--- config.mk ---
export PLATFORM = sky130hd
export DESIGN_NAME = mobo_bus_ctrl_flat
export DESIGN_NICKNAME = d
export VERILOG_FILES = /design/src/rtl/mobo_bus_ctrl_if.sv /design/src/rtl/mobo_bus_ctrl.sv /design/src/flat_wrapper.sv
export SDC_FILE = /design/constraint.sdc
export NUM_CORES = 1
export LEC_CHECK = 0
export BUFFER_PORTS_ARGS = -buffer_cell sky130_fd_sc_hd__buf_2
export CAP_MARGIN = 20
export CORE_ASPECT_RATIO = 1.75
export CORE_MARGIN = 5
export CORE_UTILIZATION = 35
export CTS_CLUSTER_DIAMETER = 50
export DETAILED_ROUTE_END_ITERATION = 8
export PLACE_DENSITY = 0.72
export SETUP_SLACK_MARGIN = 0.3
export SYNTH_ARGS = -nofsm -noshare
export SYNTH_HDL_FRONTEND = slang
export SYNTH_SLANG_ARGS = --single-unit
export TNS_END_PERCENT = 10
--- constraint.sdc ---
create_clock -name clk -period 3.25 [get_ports clk]
set_input_delay 0.65 -clock clk [delete_from_list [all_inputs] [get_ports clk]]
set_output_delay 0.65 -clock clk [all_outputs]
set_load 0.01 [all_outputs]
--- src/rtl/mobo_bus_ctrl_if.sv ---
// mobo_bus_ctrl_if: CPU request/status and shared device bus between mobo_bus_ctrl and its environment.
interface mobo_bus_ctrl_if #(
    parameter int WORD_WIDTH = 16,
    parameter int NUM_DEV    = 4
);
    logic [WORD_WIDTH-1:0]         cpu_ctrl_i, cpu_stat_o, cpu_addr_i, cpu_data_out_i, cpu_data_in_o;
    logic [NUM_DEV*WORD_WIDTH-1:0] dev_ctrl_o, dev_stat_i;
    logic [WORD_WIDTH-1:0]         addr_o, data_in_i, data_out_o, err_addr_o;
    modport master (
        input  cpu_ctrl_i, cpu_addr_i, cpu_data_out_i, dev_stat_i, data_in_i,
        output cpu_stat_o, cpu_data_in_o, dev_ctrl_o, addr_o, data_out_o, err_addr_o
    );
    modport slave (
        output cpu_ctrl_i, cpu_addr_i, cpu_data_out_i, dev_stat_i, data_in_i,
        input  cpu_stat_o, cpu_data_in_o, dev_ctrl_o, addr_o, data_out_o, err_addr_o
    );
endinterface

--- src/rtl/mobo_bus_ctrl.sv ---
// mobo_bus_ctrl: single-outstanding CPU-to-device bus controller with four-phase ctrl/stat handshakes.
// Define MOBO_BUS_TIMEOUT_EN to add a device response watchdog of TIMEOUT cycles.
module mobo_bus_ctrl #(
    parameter int WORD_WIDTH = 16,
    parameter int NUM_DEV    = 4,
    parameter int SEL_BITS   = 2,
    parameter int TIMEOUT    = 255
) (
    input  logic            clk,
    input  logic            rst_n,
    mobo_bus_ctrl_if.master bus
);
    localparam int W = WORD_WIDTH;
    localparam logic [W-1:0] ST_IDLE = W'(0), ST_BUSY = W'(1), ST_DONE = W'(2), ST_ERR = W'(3);
    typedef enum logic [2:0] {S_IDLE, S_ISSUE, S_RELEASE, S_DONE, S_ERR} state_t;
    state_t state_q, state_d;
    logic [W-1:0] req_q, req_d, wdata_q, wdata_d, stat_q, stat_d, rdata_q, rdata_d;
    logic [W-1:0] addr_q, addr_d, dout_q, dout_d, err_q, err_d;
    logic [1:0] op_q, op_d;
    logic [NUM_DEV*W-1:0] dctrl_q, dctrl_d;
    logic [SEL_BITS-1:0] sel;
    logic [W-1:0] sel_stat, offset;
    logic req_bad, timeout;
    assign sel      = req_q[W-1 -: SEL_BITS];
    assign offset   = {{SEL_BITS{1'b0}}, req_q[W-SEL_BITS-1:0]};
    assign sel_stat = bus.dev_stat_i[W*int'(sel) +: W];
    assign req_bad  = int'(bus.cpu_addr_i[W-1 -: SEL_BITS]) >= NUM_DEV
                      || bus.cpu_ctrl_i[W-1:2] != '0 || &bus.cpu_ctrl_i[1:0];
`ifdef MOBO_BUS_TIMEOUT_EN
    localparam int CW = $clog2(TIMEOUT + 1);
    logic [CW-1:0] cnt_q, cnt_d;
    logic          waiting;
    assign waiting = state_q == S_ISSUE || state_q == S_RELEASE;
    assign timeout = waiting && cnt_q == CW'(TIMEOUT - 1);
    // restarts on every entry into a waiting state
    assign cnt_d   = (waiting && state_d == state_q) ? cnt_q + 1'b1 : '0;
    always_ff @(posedge clk or negedge rst_n) begin
        if (!rst_n) cnt_q <= '0;
        else        cnt_q <= cnt_d;
    end
`else
    logic unused_timeout;
    assign timeout        = 1'b0;
    assign unused_timeout = ^32'(TIMEOUT);
`endif
    always_comb begin
        state_d = state_q;
        req_d   = req_q;
        op_d    = op_q;
        wdata_d = wdata_q;
        rdata_d = rdata_q;
        addr_d  = addr_q;
        dout_d  = dout_q;
        err_d   = err_q;
        dctrl_d = '0;
        stat_d  = ST_IDLE;
        case (state_q)
            S_IDLE: if (bus.cpu_ctrl_i != '0) begin
                req_d   = bus.cpu_addr_i;
                op_d    = bus.cpu_ctrl_i[1:0];
                wdata_d = bus.cpu_data_out_i;
                state_d = req_bad ? S_ERR : S_ISSUE;
                stat_d  = req_bad ? ST_IDLE : ST_BUSY;
            end
            S_ISSUE: begin
                stat_d = ST_BUSY;
                addr_d = offset;
                dout_d = op_q[1] ? wdata_q : dout_q;
                if (timeout) begin
                    state_d = S_ERR;
                    err_d   = req_q;
                end else if (sel_stat == ST_DONE) begin
                    state_d = S_RELEASE;
                    rdata_d = op_q[0] ? bus.data_in_i : rdata_q;
                end else begin
                    dctrl_d[W*int'(sel) +: W] = W'(op_q);
                end
            end
            S_RELEASE: begin
                stat_d  = ST_BUSY;
                state_d = timeout ? S_ERR : (sel_stat == ST_IDLE) ? S_DONE : S_RELEASE;
                err_d   = timeout ? req_q : err_q;
            end
            S_DONE: begin
                stat_d  = ST_DONE;
                state_d = bus.cpu_ctrl_i == '0 ? S_IDLE : S_DONE;
            end
            S_ERR: begin
                stat_d  = ST_ERR;
                err_d   = req_q;
                state_d = bus.cpu_ctrl_i == '0 ? S_IDLE : S_ERR;
            end
            default: state_d = S_IDLE;
        endcase
    end
    always_ff @(posedge clk or negedge rst_n) begin
        if (!rst_n) begin
            state_q <= S_IDLE;
            req_q   <= '0;
            op_q    <= '0;
            wdata_q <= '0;
            rdata_q <= '0;
            addr_q  <= '0;
            dout_q  <= '0;
            err_q   <= '0;
            stat_q  <= '0;
            dctrl_q <= '0;
        end else begin
            state_q <= state_d;
            req_q   <= req_d;
            op_q    <= op_d;
            wdata_q <= wdata_d;
            rdata_q <= rdata_d;
            addr_q  <= addr_d;
            dout_q  <= dout_d;
            err_q   <= err_d;
            stat_q  <= stat_d;
            dctrl_q <= dctrl_d;
        end
    end
    assign bus.cpu_stat_o    = stat_q;
    assign bus.cpu_data_in_o = rdata_q;
    assign bus.dev_ctrl_o    = dctrl_q;
    assign bus.addr_o        = addr_q;
    assign bus.data_out_o    = dout_q;
    assign bus.err_addr_o    = err_q;
endmodule

--- src/flat_wrapper.sv ---
// flat-port wrapper written by rule: the top's interface ports become plain ports
module mobo_bus_ctrl_flat 
#(
    parameter int WORD_WIDTH = 16,
    parameter int NUM_DEV    = 4,
    parameter int SEL_BITS   = 2,
    parameter int TIMEOUT    = 255
)
  (clk, rst_n, bus_cpu_ctrl_i, bus_cpu_addr_i, bus_cpu_data_out_i, bus_dev_stat_i, bus_data_in_i, bus_cpu_stat_o, bus_cpu_data_in_o, bus_dev_ctrl_o, bus_addr_o, bus_data_out_o, bus_err_addr_o);
  mobo_bus_ctrl_if #(.WORD_WIDTH(WORD_WIDTH), .NUM_DEV(NUM_DEV)) bus_i ();
  input  logic clk;
  input  logic rst_n;
  input wire logic [$bits(bus_i.cpu_ctrl_i)-1:0] bus_cpu_ctrl_i;
  input wire logic [$bits(bus_i.cpu_addr_i)-1:0] bus_cpu_addr_i;
  input wire logic [$bits(bus_i.cpu_data_out_i)-1:0] bus_cpu_data_out_i;
  input wire logic [$bits(bus_i.dev_stat_i)-1:0] bus_dev_stat_i;
  input wire logic [$bits(bus_i.data_in_i)-1:0] bus_data_in_i;
  output wire logic [$bits(bus_i.cpu_stat_o)-1:0] bus_cpu_stat_o;
  output wire logic [$bits(bus_i.cpu_data_in_o)-1:0] bus_cpu_data_in_o;
  output wire logic [$bits(bus_i.dev_ctrl_o)-1:0] bus_dev_ctrl_o;
  output wire logic [$bits(bus_i.addr_o)-1:0] bus_addr_o;
  output wire logic [$bits(bus_i.data_out_o)-1:0] bus_data_out_o;
  output wire logic [$bits(bus_i.err_addr_o)-1:0] bus_err_addr_o;
  assign bus_i.cpu_ctrl_i = bus_cpu_ctrl_i;
  assign bus_i.cpu_addr_i = bus_cpu_addr_i;
  assign bus_i.cpu_data_out_i = bus_cpu_data_out_i;
  assign bus_i.dev_stat_i = bus_dev_stat_i;
  assign bus_i.data_in_i = bus_data_in_i;
  assign bus_cpu_stat_o = bus_i.cpu_stat_o;
  assign bus_cpu_data_in_o = bus_i.cpu_data_in_o;
  assign bus_dev_ctrl_o = bus_i.dev_ctrl_o;
  assign bus_addr_o = bus_i.addr_o;
  assign bus_data_out_o = bus_i.data_out_o;
  assign bus_err_addr_o = bus_i.err_addr_o;
  mobo_bus_ctrl #(.WORD_WIDTH(WORD_WIDTH), .NUM_DEV(NUM_DEV), .SEL_BITS(SEL_BITS), .TIMEOUT(TIMEOUT)) u_core (.clk(clk), .rst_n(rst_n), .bus(bus_i));
endmodule
[After elaboration in Yosys (flattened, before gate mapping)]
Index checks and enable logic that the tools add are counted.
Operators by class
  add/sub/neg operators: 1
  equal/unequal tests: 7
  shifts and indexed selects: 3
  mux-type cells: 12
  bitwise logic cells: 1
  reductions and logical operators: 12
Operators by type and width (number)
  $mux 64: 2
  $and 64x64->64: 1
  $pmux 16 s4: 1
  $shift 16x33->64 const A: 1
  $shiftx 16x33->64: 1
  $shiftx 64x7->16: 1
  $neg 6->33: 1
  $logic_not 16->1: 2
  $eq 16x2->1 const B: 1
  $mux 16: 1
  $reduce_bool 16->1: 1
  $pmux 3 s5: 1
  $reduce_bool 14->1: 1
  $mux 3: 4
  $reduce_and 2->1: 4
  $eq 3x2->1 const B: 2
  $ne 2x1->1 const B: 2
  $eq 3x1->1 const B: 1
  $eq 3x3->1 const B: 1
  $logic_not 3->1: 1
  $reduce_and 3->1: 1
  $mux 1: 2
  $mux 2: 1
  $reduce_or 2->1: 1
  $logic_or 1x1->1: 1
Word-level totals
  register bits after elaboration: 179
  bits of input ports: 130
  output and inout bits: 144
  word-level logic and storage cells: 46

[Longest topological paths before layout]
  depth after elaboration: 5
  depth in mapped cells: 7

[Worst setup path before layout]
OpenSTA, ideal clock, no wires.
  path type: in2reg
  start: input port bus_cpu_ctrl_i[3]
  end: register u_core.req_q[10]
  arrival time: 2.148 ns
  required time: 3.125 ns
  path slack: 0.977 ns
  cell stages on the path: 7
  buffers on the path: 2
  cells stage by stage: nor4_1 > nand4_1 > or3_4 > and2_1 > buf_6 > buf_6 > mux2_4
On the way
  cells in the longest elaborated chain, start to end: 2
Ends and longest elaborated chain
  start, declared: line flat_wrapper.sv:13  | input wire logic [$bits(bus_i.cpu_ctrl_i)-1:0] bus_cpu_ctrl_i;
  $reduce_bool 16->1: line mobo_bus_ctrl.sv:58  | S_IDLE: if (bus.cpu_ctrl_i != '0) begin
  $reduce_and 2->1 (no line)
  end signal, assigned: line mobo_bus_ctrl.sv:110  | req_q <= req_d;
  end, declared: line mobo_bus_ctrl.sv:17  | logic [W-1:0] req_q, req_d, wdata_q, wdata_d, stat_q, stat_d, rdata_q, rdata_d;
Every way passes these cells.
A chain may end at the register's enable or synchronous reset.

[Final worst setup path]
  start: register u_core.req_q[14]
  end: register u_core.rdata_q[10], in the netlist u_core.bus.cpu_data_in_o[10]
On the way
  cells in the longest elaborated chain, start to end: 3
Ends and longest elaborated chain
  $shiftx 64x7->16: line mobo_bus_ctrl.sv:26  | assign sel_stat = bus.dev_stat_i[W*int'(sel) +: W];
  $eq 16x2->1: line mobo_bus_ctrl.sv:72  | end else if (sel_stat == ST_DONE) begin
  $reduce_and 3->1 (no line)
  end signal, assigned: line mobo_bus_ctrl.sv:113  | rdata_q <= rdata_d;
  end, declared: line mobo_bus_ctrl.sv:17
Every way passes these cells.

==> results.cfg <==
[drt]
firstDrtPassIters = 4
wl_met2_um = 6777
drt-met1-wl_um = 4429
dr.first_iter.drc_count = 64
routed_wl_um = 12540
top_layer = met4
wl_met3_um = 1161
routedWlPerCell_um = 16.26
num_vias = 3478
post-route-drc-count = 0
via_per_inst = 4.511
postRouteAntennaNets = 0

[die]
design.core.area_sq_um = 14760
die_h_um = 171.4
die-width_um = 102.2
core.rowCount = 59
start_util = 0.3527
dieArea_sq_um = 17510
io_pins = 274

[timing]
setup_ws_ns = 0.8166
finalHoldViolations = 0
fin_crit_sh = 0.7488
relSlewSlack = 0.3924
fin_worst_skew_ns = 0.01061
grt_setup_unrepaired = false
fmax_mhz = 410.9
fin_crit_ns = 2.433
setup_viol = 0
slew_viol_final = 0
worst_pin_slew_ns = 0.9114
final.setup.tns_ns = 0

[yosys]
synth_most_common_cell = dfrtp_1
syn-cell-area_sq_um = 5207
yosys.cell_types.count = 35
avgSynthCellArea_sq_um = 13.78
synth_area_leaders = dfrtp_1 52%, mux2_2 12%, mux2_4 12%
synth_commonest_cells = 109 x dfrtp_1, 72 x buf_4, 54 x mux2_2
yosysWarnings = 0
synth-seq-area-share = 0.5238
netlist.area_leader.share = 0.5238
syn_inst = 378
synth_ff_type = dfrtp_1
synth_seq_cells = 109
synthArstFlopShare = 1.000
synth_enable_flop_cells = 0
yosys.area.top_type = dfrtp_1

[critical_path]
cp-start-kind = flip-flop
critPathMaxStageDelay_ns = 0.54
cp_slowest_cell = dfrtp_1
path_cells = inv_1 > nand3_1 > a221oi_4 > o2111ai_4 > mux2_4
crit_type = reg2reg
worstPathRequired_ns = 3.47
crit_fanout = 16
ff2ff_path_depth = 5
crit_arrival_ns = 2.66
worst_setup_path_end_kind = flip-flop

[global_routing]
grt.total_usage = 0.1384
grt_pass1_wl_um = 18540
grt_pass1_vias = 3466
grt.overflow.total = 0
grt_max_degree = 44
antenna_found_initial = 0

[job]
cap_violations = 0

[placement]
place_ws_ns = 0.4578
hpwl_um = 10050
port_buffers = 201
routabilityCongestion = 0.8159

[layout]
fillers = 1373
multi_input_area_sq_um = 2081
nNetsFinal = 718
ff_latch_area_sq_um = 2728
synthToLayoutAreaGrowth_pct = 23.69
diodes = 0
drive_gt1_frac = 0.5561

[pwr]
ir_worst_vdd_mv = 0.2157
power.leakage_nw = 3.479
p_per_area_nw_per_um2 = 428.2

[clock_tree]
root_buffer = clkbuf_16
numCtsBuffers = 9
cts_tree = built
post-cts-setup-buffers = 0
cts_resized = 0
clk_path_buf_depth = 2
htreeDepth = 3
path_clk_slew_ns = 0.07
cts.sinks = 109
clk_latency_ns = 0.34
cts_hold_buf = 0

[status]
status = complete, no violations

[hold_path]
hold_path.class = in2async
==> cell type report <==
cell class	instances	share of cell area
inverters	6	0.003497
clock buffers	10	0.03555
flip-flops and latches	109	0.4235
multi-input cells	247	0.3230
well taps	183	0.03555
clock inverters	6	0.01185
repair buffers	210	0.1671
==> routing by layer <==
layer	global-route usage	up-vias
met5	0	-
met4	0.04455	0
met3	0.03166	9
met2	0.2495	167
met1	0.1597	1709
li1	-	1593
==> flip-flops by register name, summed over array words and instances (netlist names) <==
name	flops
u_core.state_q	3
u_core.req_q	16
u_core.bus.dev_ctrl_o	8
u_core.bus.data_out_o	16
u_core.bus.addr_o	14
u_core.bus.err_addr_o	16
u_core.wdata_q	16
u_core.bus.cpu_stat_o	2
u_core.op_q	2
u_core.bus.cpu_data_in_o	16
==> final timing paths <==
| check | startpoint | to | slack [ns] |
|---|---|---|---|
| min reg2reg | u_core.bus.data_out_o[9] | u_core.bus.data_out_o[9] | 0.50 |
| min | rst_n | u_core.wdata_q[10] | 0.29 |
| max reg2reg | u_core.req_q[14] | u_core.bus.cpu_data_in_o[10] | 0.82 |
| max in group asynchronous | rst_n | u_core.bus.err_addr_o[0] | 2.20 |
| min in group clk | u_core.bus.data_out_o[9] | u_core.bus.data_out_o[9] | 0.50 |
| max | u_core.req_q[14] | u_core.bus.cpu_data_in_o[10] | 0.82 |
==> cells by family (layout without fill, tap and decap cells) <==
logic type | after synthesis | in the layout | synth area share
AND/OR/NAND/NOR | 57 | 57 | 0.06319
flip-flops | 109 | 109 | 0.5238
multiplexers | 95 | 95 | 0.2364
adder cells (fa/ha/maj) | 6 | 6 | 0.01394
XOR/XNOR | 1 | 1 | 0.001682
other | 1 | 72 | 0.0007201
AO/OA/AOI/OAI | 16 | 16 | 0.03220
buffers and inverters | 93 | 232 | 0.1281
==> metrics by stage <==
stage,area (sq um),util,cells,hold WS [ns],power [mW]
after floorplan,5474,-,449,0.3544,1.594
after global placement,6136,0.4156,755,0.4841,1.666
after detailed placement,6136,0.4156,755,0.4882,1.672
after CTS,6441,0.4363,771,0.2968,2.815
after global routing,6441,0.4363,771,0.3272,2.900
final,6441,0.4363,771,0.2894,2.758
==> placed cells by master (no fill, tap or decap), types with 6 or more instances in the layout <==
cell / synthesis / routed
buf_4: 72 / 10
nor4_1: 17 / 17
conb_1: 1 / 72
dfrtp_1: 109 / 109
nand3_1: 7 / 7
mux2_4: 40 / 40
mux2_2: 54 / 54
clkbuf_16: 0 / 9
nor3_1: 10 / 10
nand2_1: 9 / 9
inv_1: 6 / 6
buf_2: 2 / 200
==> power breakdown <==
| group | internal, mW | total, mW | leakage, nW | switching (mW) |
|---|---|---|---|---|
| clock network | 0.612 | 1.11 | 0.150 | 0.502 |
| logic | 0.109 | 0.235 | 1.94 | 0.126 |
| registers | 1.39 | 1.41 | 1.39 | 0.0224 |
==> critical path, delay by kind of cell, from the launching register on <==
family / cells / cell delay [ns]
flops: 1 / 0.54
compound gates: 2 / 0.85
mux: 1 / 0.43
simple gates: 1 / 0.18
buf+inv: 1 / 0.31
No activity file was read; power rests on OpenSTA's default activity.
